## config.mk

```make
export PLATFORM = sky130hd
export DESIGN_NAME = seq_shift_add_mult_flat
export DESIGN_NICKNAME = d
export VERILOG_FILES = /design/src/rtl/seq_shift_add_mult_pkg.sv /design/src/rtl/seq_shift_add_mult_if.sv /design/src/rtl/seq_shift_add_mult_adder.sv /design/src/rtl/seq_shift_add_mult.sv /design/src/flat_wrapper.sv
export SDC_FILE = /design/constraint.sdc
export NUM_CORES = 1
export LEC_CHECK = 0
export ABC_CLOCK_PERIOD_IN_PS = 2600
export BUFFER_PORTS_ARGS = -buffer_cell sky130_fd_sc_hd__buf_2
export CAP_MARGIN = 20
export CORE_MARGIN = 1.5
export CORE_UTILIZATION = 30
export DETAILED_ROUTE_END_ITERATION = 16
export PLACE_DENSITY = 0.56
export SETUP_SLACK_MARGIN = 0.5
export SLEW_MARGIN = 40
export SYNTH_ARGS = -nofsm -noshare
export SYNTH_HDL_FRONTEND = slang
export SYNTH_SLANG_ARGS = --single-unit
export TNS_END_PERCENT = 50
```

## constraint.sdc

```tcl
create_clock -name clk -period 2.6 [get_ports clk]
set_input_delay 0.52 -clock clk [delete_from_list [all_inputs] [get_ports clk]]
set_output_delay 0.52 -clock clk [all_outputs]
set_load 0.005 [all_outputs]
```

## src/rtl/seq_shift_add_mult_pkg.sv

```systemverilog
// Shared types and constants for the sequential shift-and-add multiplier.
package mult_pkg;

    localparam int WIDTH_DEF = 4;

    typedef enum logic [1:0] {IDLE, RUN, DONE} state_t;

    // Step counter only needs to reach WIDTH-1; never let it collapse to zero bits.
    function automatic int cnt_w(input int w);
        return (w > 2) ? $clog2(w) : 1;
    endfunction

endpackage

```

## src/rtl/seq_shift_add_mult_if.sv

```systemverilog
// Operand/product valid-ready bundle for seq_shift_add_mult.
interface seq_shift_add_mult_if
    import mult_pkg::*;
#(
    parameter int WIDTH = WIDTH_DEF
);
    logic                 in_valid;
    logic                 in_ready;
    logic [WIDTH-1:0]     in_A;
    logic [WIDTH-1:0]     in_B;
    logic                 out_valid;
    logic                 out_ready;
    logic [2*WIDTH-1:0]   out_P;

    modport master (
        output in_valid, in_A, in_B, out_ready,
        input  in_ready, out_valid, out_P
    );

    modport slave (
        input  in_valid, in_A, in_B, out_ready,
        output in_ready, out_valid, out_P
    );
endinterface

```

## src/rtl/seq_shift_add_mult_adder.sv

```systemverilog
// WIDTH-bit ripple-carry adder built from a chain of full-adder cells.
module ripple_adder_n #(
    parameter int WIDTH = 4
) (
    input  logic [WIDTH-1:0] in_A,
    input  logic [WIDTH-1:0] in_B,
    input  logic             Cin,
    output logic [WIDTH-1:0] out_C,
    output logic             carry
);
    logic [WIDTH:0] c;

    assign c[0] = Cin;

    for (genvar i = 0; i < WIDTH; i++) begin : g_fa
        assign out_C[i] = in_A[i] ^ in_B[i] ^ c[i];
        assign c[i+1]   = (in_A[i] & in_B[i]) | (c[i] & (in_A[i] ^ in_B[i]));
    end

    assign carry = c[WIDTH];
endmodule

```

## src/rtl/seq_shift_add_mult.sv

```systemverilog
// Sequential unsigned shift-and-add multiplier, one adder pass per cycle.
// Optional: MULT_ZERO_BYPASS_EN skips RUN when either operand is zero.
module seq_shift_add_mult
    import mult_pkg::*;
#(
    parameter int WIDTH = WIDTH_DEF
) (
    input  logic               clk,
    input  logic               rst,
    seq_shift_add_mult_if.slave bus
);
    localparam int CW = cnt_w(WIDTH);

    state_t             state, state_nx;
    logic [CW-1:0]      count;
    logic [WIDTH-1:0]   mc;
    logic [2*WIDTH-1:0] p, p_shift, out_p;
    logic [WIDTH-1:0]   sum;
    logic               carry;
    logic               accept, last, zero_op;

    ripple_adder_n #(.WIDTH(WIDTH)) u_add (
        .in_A  (p[2*WIDTH-1:WIDTH]),
        .in_B  (mc),
        .Cin   (1'b0),
        .out_C (sum),
        .carry (carry)
    );

    // Adder carry lands in the top bit of the shifted accumulator.
    assign p_shift = p[0] ? {carry, sum, p[WIDTH-1:1]} : {1'b0, p[2*WIDTH-1:1]};

    assign accept = bus.in_valid && (state == IDLE);
    assign last   = (count == CW'(WIDTH-1));

`ifdef MULT_ZERO_BYPASS_EN
    assign zero_op = (bus.in_A == '0) || (bus.in_B == '0);
`else
    assign zero_op = 1'b0;
`endif

    always_comb begin
        state_nx = state;
        unique case (state)
            IDLE:    if (accept) state_nx = zero_op ? DONE : RUN;
            RUN:     if (last) state_nx = DONE;
            DONE:    if (bus.out_ready) state_nx = IDLE;
            default: state_nx = IDLE;
        endcase
    end

    always_ff @(posedge clk) begin
        if (rst) begin
            state <= IDLE;
            count <= '0;
            mc    <= '0;
            p     <= '0;
            out_p <= '0;
        end else begin
            state <= state_nx;
            unique case (state)
                IDLE: if (accept) begin
                    mc    <= bus.in_A;
                    p     <= zero_op ? '0 : {{WIDTH{1'b0}}, bus.in_B};
                    count <= '0;
                    if (zero_op) out_p <= '0;
                end
                RUN: begin
                    p     <= p_shift;
                    count <= count + 1'b1;
                    if (last) out_p <= p_shift;
                end
                default: ;
            endcase
        end
    end

    assign bus.in_ready  = (state == IDLE);
    assign bus.out_valid = (state == DONE);
    assign bus.out_P     = out_p;
endmodule

```

## src/flat_wrapper.sv

```systemverilog
// flat-port wrapper written by rule: the top's interface ports become plain ports
module seq_shift_add_mult_flat import mult_pkg::*;
#(
    parameter int WIDTH = WIDTH_DEF
)
  (clk, rst, bus_in_valid, bus_in_A, bus_in_B, bus_out_ready, bus_in_ready, bus_out_valid, bus_out_P);
  seq_shift_add_mult_if #(.WIDTH(WIDTH)) bus_i ();
  input  logic clk;
  input  logic rst;
  input wire logic [$bits(bus_i.in_valid)-1:0] bus_in_valid;
  input wire logic [$bits(bus_i.in_A)-1:0] bus_in_A;
  input wire logic [$bits(bus_i.in_B)-1:0] bus_in_B;
  input wire logic [$bits(bus_i.out_ready)-1:0] bus_out_ready;
  output wire logic [$bits(bus_i.in_ready)-1:0] bus_in_ready;
  output wire logic [$bits(bus_i.out_valid)-1:0] bus_out_valid;
  output wire logic [$bits(bus_i.out_P)-1:0] bus_out_P;
  assign bus_i.in_valid = bus_in_valid;
  assign bus_i.in_A = bus_in_A;
  assign bus_i.in_B = bus_in_B;
  assign bus_i.out_ready = bus_out_ready;
  assign bus_in_ready = bus_i.in_ready;
  assign bus_out_valid = bus_i.out_valid;
  assign bus_out_P = bus_i.out_P;
  seq_shift_add_mult #(.WIDTH(WIDTH)) u_core (.clk(clk), .rst(rst), .bus(bus_i));
endmodule
```

### Yosys cells after proc, flatten, opt, wreduce, memory -nomap -nowiden

Cells that the tools add are included.

* add/sub/neg operators: 1
* eq/ne operators: 6
* muxes and demuxes: 9
* bitwise gates (word level): 17
* reduce and logical (&&, ||, !) cells: 7

Operators by type and width (count)
* 8-bit two-way mux: 2
* 8-bit one-hot mux with 2 select lines: 1
* 2-bit two-way mux: 4
* 1-bit AND: 7
* 1-bit XOR: 7
* 2-bit one-hot mux with 3 select lines: 1
* 2-bit AND reduction: 3
* 2-bit equality test, second input constant: 2
* 2-bit by 1-bit inequality test with 1-bit output, second input constant: 2
* 2-bit one-hot mux with 2 select lines: 1
* 1-bit bitwise OR: 3
* 3-bit AND reduction: 1
* 2-bit by 1-bit adder with 2-bit output, second input constant: 1
* 2-bit by 1-bit equality test with 1-bit output, second input constant: 1
* 2-bit zero test: 1
* 2-bit inequality test, second input constant: 1
* 2-bit nonzero test: 1
* 1-bit logical AND: 1

* register bits after elaboration: 24
* input port bits: 12
* output and inout port bits: 10
* logic and storage cells: 45

### Logic depth before layout (Yosys ltp)

* depth after elaboration: 9
* gate-level depth with buffers: 7
* gate-level depth less buffers: 7

### Hierarchy

A second synthesis with hierarchy kept.

* cell total of the unflattened synthesis: 126
* area, all modules: 1186.1 um2

Modules (own cells, without submodules)
* seq_shift_add_mult: instances 1, cells each 112, area an instance 1068.5 um2, seq. area each 480.5 um2
* ripple_adder_n: instances 1, cells each 14, area an instance 117.6 um2, seq. area each 0.0 um2

### Least setup slack after synthesis

OpenSTA, ideal clock, no wires.

* path kind: register to register
* from: reg u_core.p[4]
* to: reg u_core.p[6]
* library setup time: 128 ps
* data arrival time: 2153 ps
* setup slack: 319 ps
* stages on the path, launching flop included: 8
* buffers on the path: 0
* cell sequence: dfxtp_1 -> ha_1 -> fa_1 -> fa_1 -> fa_1 -> mux2_2 -> a22oi_1 -> nor2_1

* word-level cells in the longest chain between the ends: 8

RTL lines
* from (decl): RTL line seq_shift_add_mult.sv:17 `logic [2*WIDTH-1:0] p, p_shift, out_p;`
* from (signal assigned): RTL line seq_shift_add_mult.sv:64 `p <= zero_op ? '0 : {{WIDTH{1'b0}}, bus.in_B};`
* from (signal assigned): RTL line seq_shift_add_mult.sv:69 `p <= p_shift;`
* 1-bit AND (2 in a row): RTL line seq_shift_add_mult_adder.sv:17 `assign c[i+1] = (in_A[i] & in_B[i]) | (c[i] & (in_A[i] ^ in_B[i]));`
* 1-bit bitwise OR: RTL line seq_shift_add_mult_adder.sv:17
* 1-bit AND: RTL line seq_shift_add_mult_adder.sv:17
* 1-bit bitwise OR: RTL line seq_shift_add_mult_adder.sv:17
* 1-bit XOR: RTL line seq_shift_add_mult_adder.sv:16 `assign out_C[i] = in_A[i] ^ in_B[i] ^ c[i];`
* 8-bit two-way mux: RTL line seq_shift_add_mult.sv:31 `assign p_shift = p[0] ? {carry, sum, p[WIDTH-1:1]} : {1'b0, p[2*WIDTH-1:1]};`
* 8-bit one-hot mux with 2 select lines: RTL line seq_shift_add_mult.sv:61 `unique case (state)`

Every way passes these cells.
A chain may end at the register's enable or synchronous reset.

### Worst setup path after layout

Same ends and word-level chain as after synthesis.

==> metrics.yaml <==
grt:
  grt_max_degree: 25
  grt_pass1_wl_um: 4022
  grt_use_met1_pct: 15.32
  grt_pass1_vias: 921
  grtUsageMet3_pct: 3.063
  grt.met2_usage_pct: 23.01
  grt_use_total_pct: 13.10
  antenna_found_initial: 0
  top_usage_layer: "met2"
  gr-total-overflow: 0
finish:
  final_cell_count_no_fill: 178
  nets: 150
  drive_above_1_share_pct: 30.30
  num-fill-cells: 348
  diodes: 0
  area_delta_synth_final_pct: 16.61
worst_setup_path:
  timing.rr.start: "u_core.p[4]$_SDFFE_PP0P_"
  cp_common_cell: "fa_2"
  r2r_slack_ns: 0.32
  cp_slowest_stage_delay_ns: 0.44
  slowest_stage: "fa_1"
  r2r-end: "u_core.p[6]$_SDFFE_PP0P_"
  crit_path_start_kind: "flop"
  critPathCaptureType: "flop"
  crit_type: "flop to flop"
  critPathArrivalTime_ns: 2.50
  required_ns: 2.82
  reg2regPathDepth: 7
  cp_cell_sequence: "ha_2, fa_2, fa_2, fa_1, mux2_2, a22oi_1, nor2_1"
  critPathMaxFanout: 2
logic_synthesis:
  postSynthCellCount: 112
  synth_top_area_share_pct: 44.60
  avgSynthCellArea_um2: 9.619
  yosysTopAreaCell: "dfxtp_1"
  async_flop_share_pct: 0
  ys_top_cells_by_count: "24 x dfxtp_1, 20 x nor2_1, 11 x nand2_1"
  synth_seq_cells: 24
  ys_top_cells_by_area: "dfxtp_1 45%, nor2_1 7.0%, fa_1 5.6%"
  ys_warn_count: 0
  syn_nets: 129
  ys.flop_type: "dfxtp_1"
  synth_edf_count: 0
  yosysSeqAreaShare_pct: 44.60
  yosysUniqueCellTypes: 28
  yosysMostFrequentCell: "dfxtp_1"
  netlist_area_um2: 1077
clocking:
  cts_buffers: 3
  clockBufferDepth: 2
  path_clk_slew_ns: 0.14
  tritoncts_num_sinks: 24
  clock-root-buffer: "clkbuf_4"
  htreeDepth: 1
  cts_tree: "yes"
  hold_buffers: 0
  clock_latency_ns: 0.33
floorplan:
  die_h_um: 62.93
  core_area_um2: 3390
  die_w_um: 62.93
  initial_utilization_pct: 31.78
  io_pins: 22
  die_area_um2: 3960
  core.rowCount: 21
hold_path:
  hold_path_end: "u_core.mc[3]$_SDFFE_PP0P_"
  holdPathStages: 3
  hold_path.startpoint: "bus_in_A[3]"
  hp-class: "input port to flop"
place:
  portBuffers: 21
  dp.final_hpwl_um: 1609
  pre_cts_slack_ns: 0.3039
  place.gp.congestion: 0.7389
  placed_cells: 173
sta:
  setup_ws_ns: 0.3241
  fin_crit_sh_pct: 87.54
  worst_slew_pin_slew_ns: 0.6066
  clock.fmax_mhz: 439.4
  rsz0062_at_grt: "yes"
  finalCriticalPeriod_ns: 2.276
  setup_viol: 0
  setup_tns_ns: 0
  drv_slew: 0
  finClkSkew_ns: 0.009013
  finalHoldViolCount: 0
  maxSlewHeadroom_pct: 59.53
detailed_routing:
  drtIter0Drc: 51
  final_antenna_net_count: 0
  drt_pass1_iterations: 4
  drc: 0
  wire_per_inst_um: 12.67
  wirelength_um: 2256
  via_count: 839
  vias_per_cell: 4.713
power:
  p_per_area_nw_per_um2: 535.3
  total_power_w: 0.0006724
  vdd_drop_max_v: 0.0002163
  leakage_nw: 0.5317
run:
  cap_violations: 0
outcome:
  status: "finished clean"
==> per-layer routing <==
layer,share of wire (%),up-vias
met3,4.6,5
met5,0,-
met2,49,19
li1,-,419
met4,1.8,0
met1,45,396
==> critical path, delay by kind of cell, from the launching register on <==
| family | cells | cell delay [ns] |
|---|---|---|
| AND/OR/NAND/NOR | 1 | 0.05 |
| adder cells (fa/ha/maj) | 4 | 1.33 |
| flip-flops | 1 | 0.35 |
| AO/OA/AOI/OAI | 1 | 0.17 |
| multiplexers | 1 | 0.29 |
==> layout make-up <==
cell class	instances	area [um2]	share of cell area, %
Multi-Input combinational cell	77	545.5	43.43
Sequential cell	24	481.7	38.35
Timing Repair Buffer	23	120.1	9.562
Tap cell	46	57.56	4.582
Clock buffer	4	36.28	2.888
Inverter	4	15.01	1.195
==> flip-flops by register name (all words and copies together) (netlist names) <==
| signal | count |
|---|---|
| u_core.mc | 4 |
| u_core.count | 2 |
| u_core.state | 2 |
| u_core.p | 8 |
| u_core.bus.out_P | 8 |
==> worst max-delay path by stage <==
stage	startpoint	to	slack, ns	cells after the start
6_report	u_core.p[4]$_SDFFE_PP0P_	u_core.p[6]$_SDFFE_PP0P_	0.32	7
3_5_place_dp	u_core.p[4]$_SDFFE_PP0P_	u_core.p[6]$_SDFFE_PP0P_	0.30	7
4_1_cts	u_core.p[4]$_SDFFE_PP0P_	u_core.p[6]$_SDFFE_PP0P_	0.31	7
2_1_floorplan	u_core.p[4]$_SDFFE_PP0P_	u_core.p[6]$_SDFFE_PP0P_	0.41	7
5_1_grt	u_core.p[4]$_SDFFE_PP0P_	u_core.p[6]$_SDFFE_PP0P_	0.24	7
3_3_place_gp	u_core.p[4]$_SDFFE_PP0P_	u_core.p[6]$_SDFFE_PP0P_	0.37	7
==> layout by cell type (no fill, tap or decap), types with 4 or more instances in the layout <==
cell	count
dfxtp_1	23
buf_2	21
nor2_1	20
nand2_1	11
a21oi_1	8
mux2i_1	5
inv_1	4
nor3_1	4
==> metrics by stage <==
| step | instance area (um2) | hold WS (ns) | util (%) |
|---|---|---|---|
| 2_1_floorplan | 1082 | 0.4452 | - |
| 5_1_grt | 1256 | 0.4317 | 37.06 |
| 4_1_cts | 1256 | 0.4285 | 37.06 |
| 3_3_place_gp | 1209 | 0.4401 | 35.66 |
| 3_5_place_dp | 1209 | 0.4463 | 35.66 |
| 6_report | 1256 | 0.4281 | 37.06 |
==> timing repair <==
item	in CTS	in global routing
resized for setup	2	0
hold endpoints to repair	0	0
endpoints found under the setup margin	2	3
pin swaps	1	0
buffers inserted	1	0
==> logic make-up after synthesis <==
logic type / after synthesis / share of synthesized area, %
compound gates: 19 / 13.82
fa+ha+maj: 5 / 7.898
buf+inv: 11 / 5.458
flops: 24 / 44.60
mux: 9 / 8.827
simple gates: 44 / 19.40
==> where the power goes <==
part	total, W	switching, W	internal, W
Combinational	0.0000718	0.0000385	0.0000333
Clock	0.000205	0.000119	0.0000858
Sequential	0.000396	0.0000146	0.000381
(Power assumes the default switching activity.)
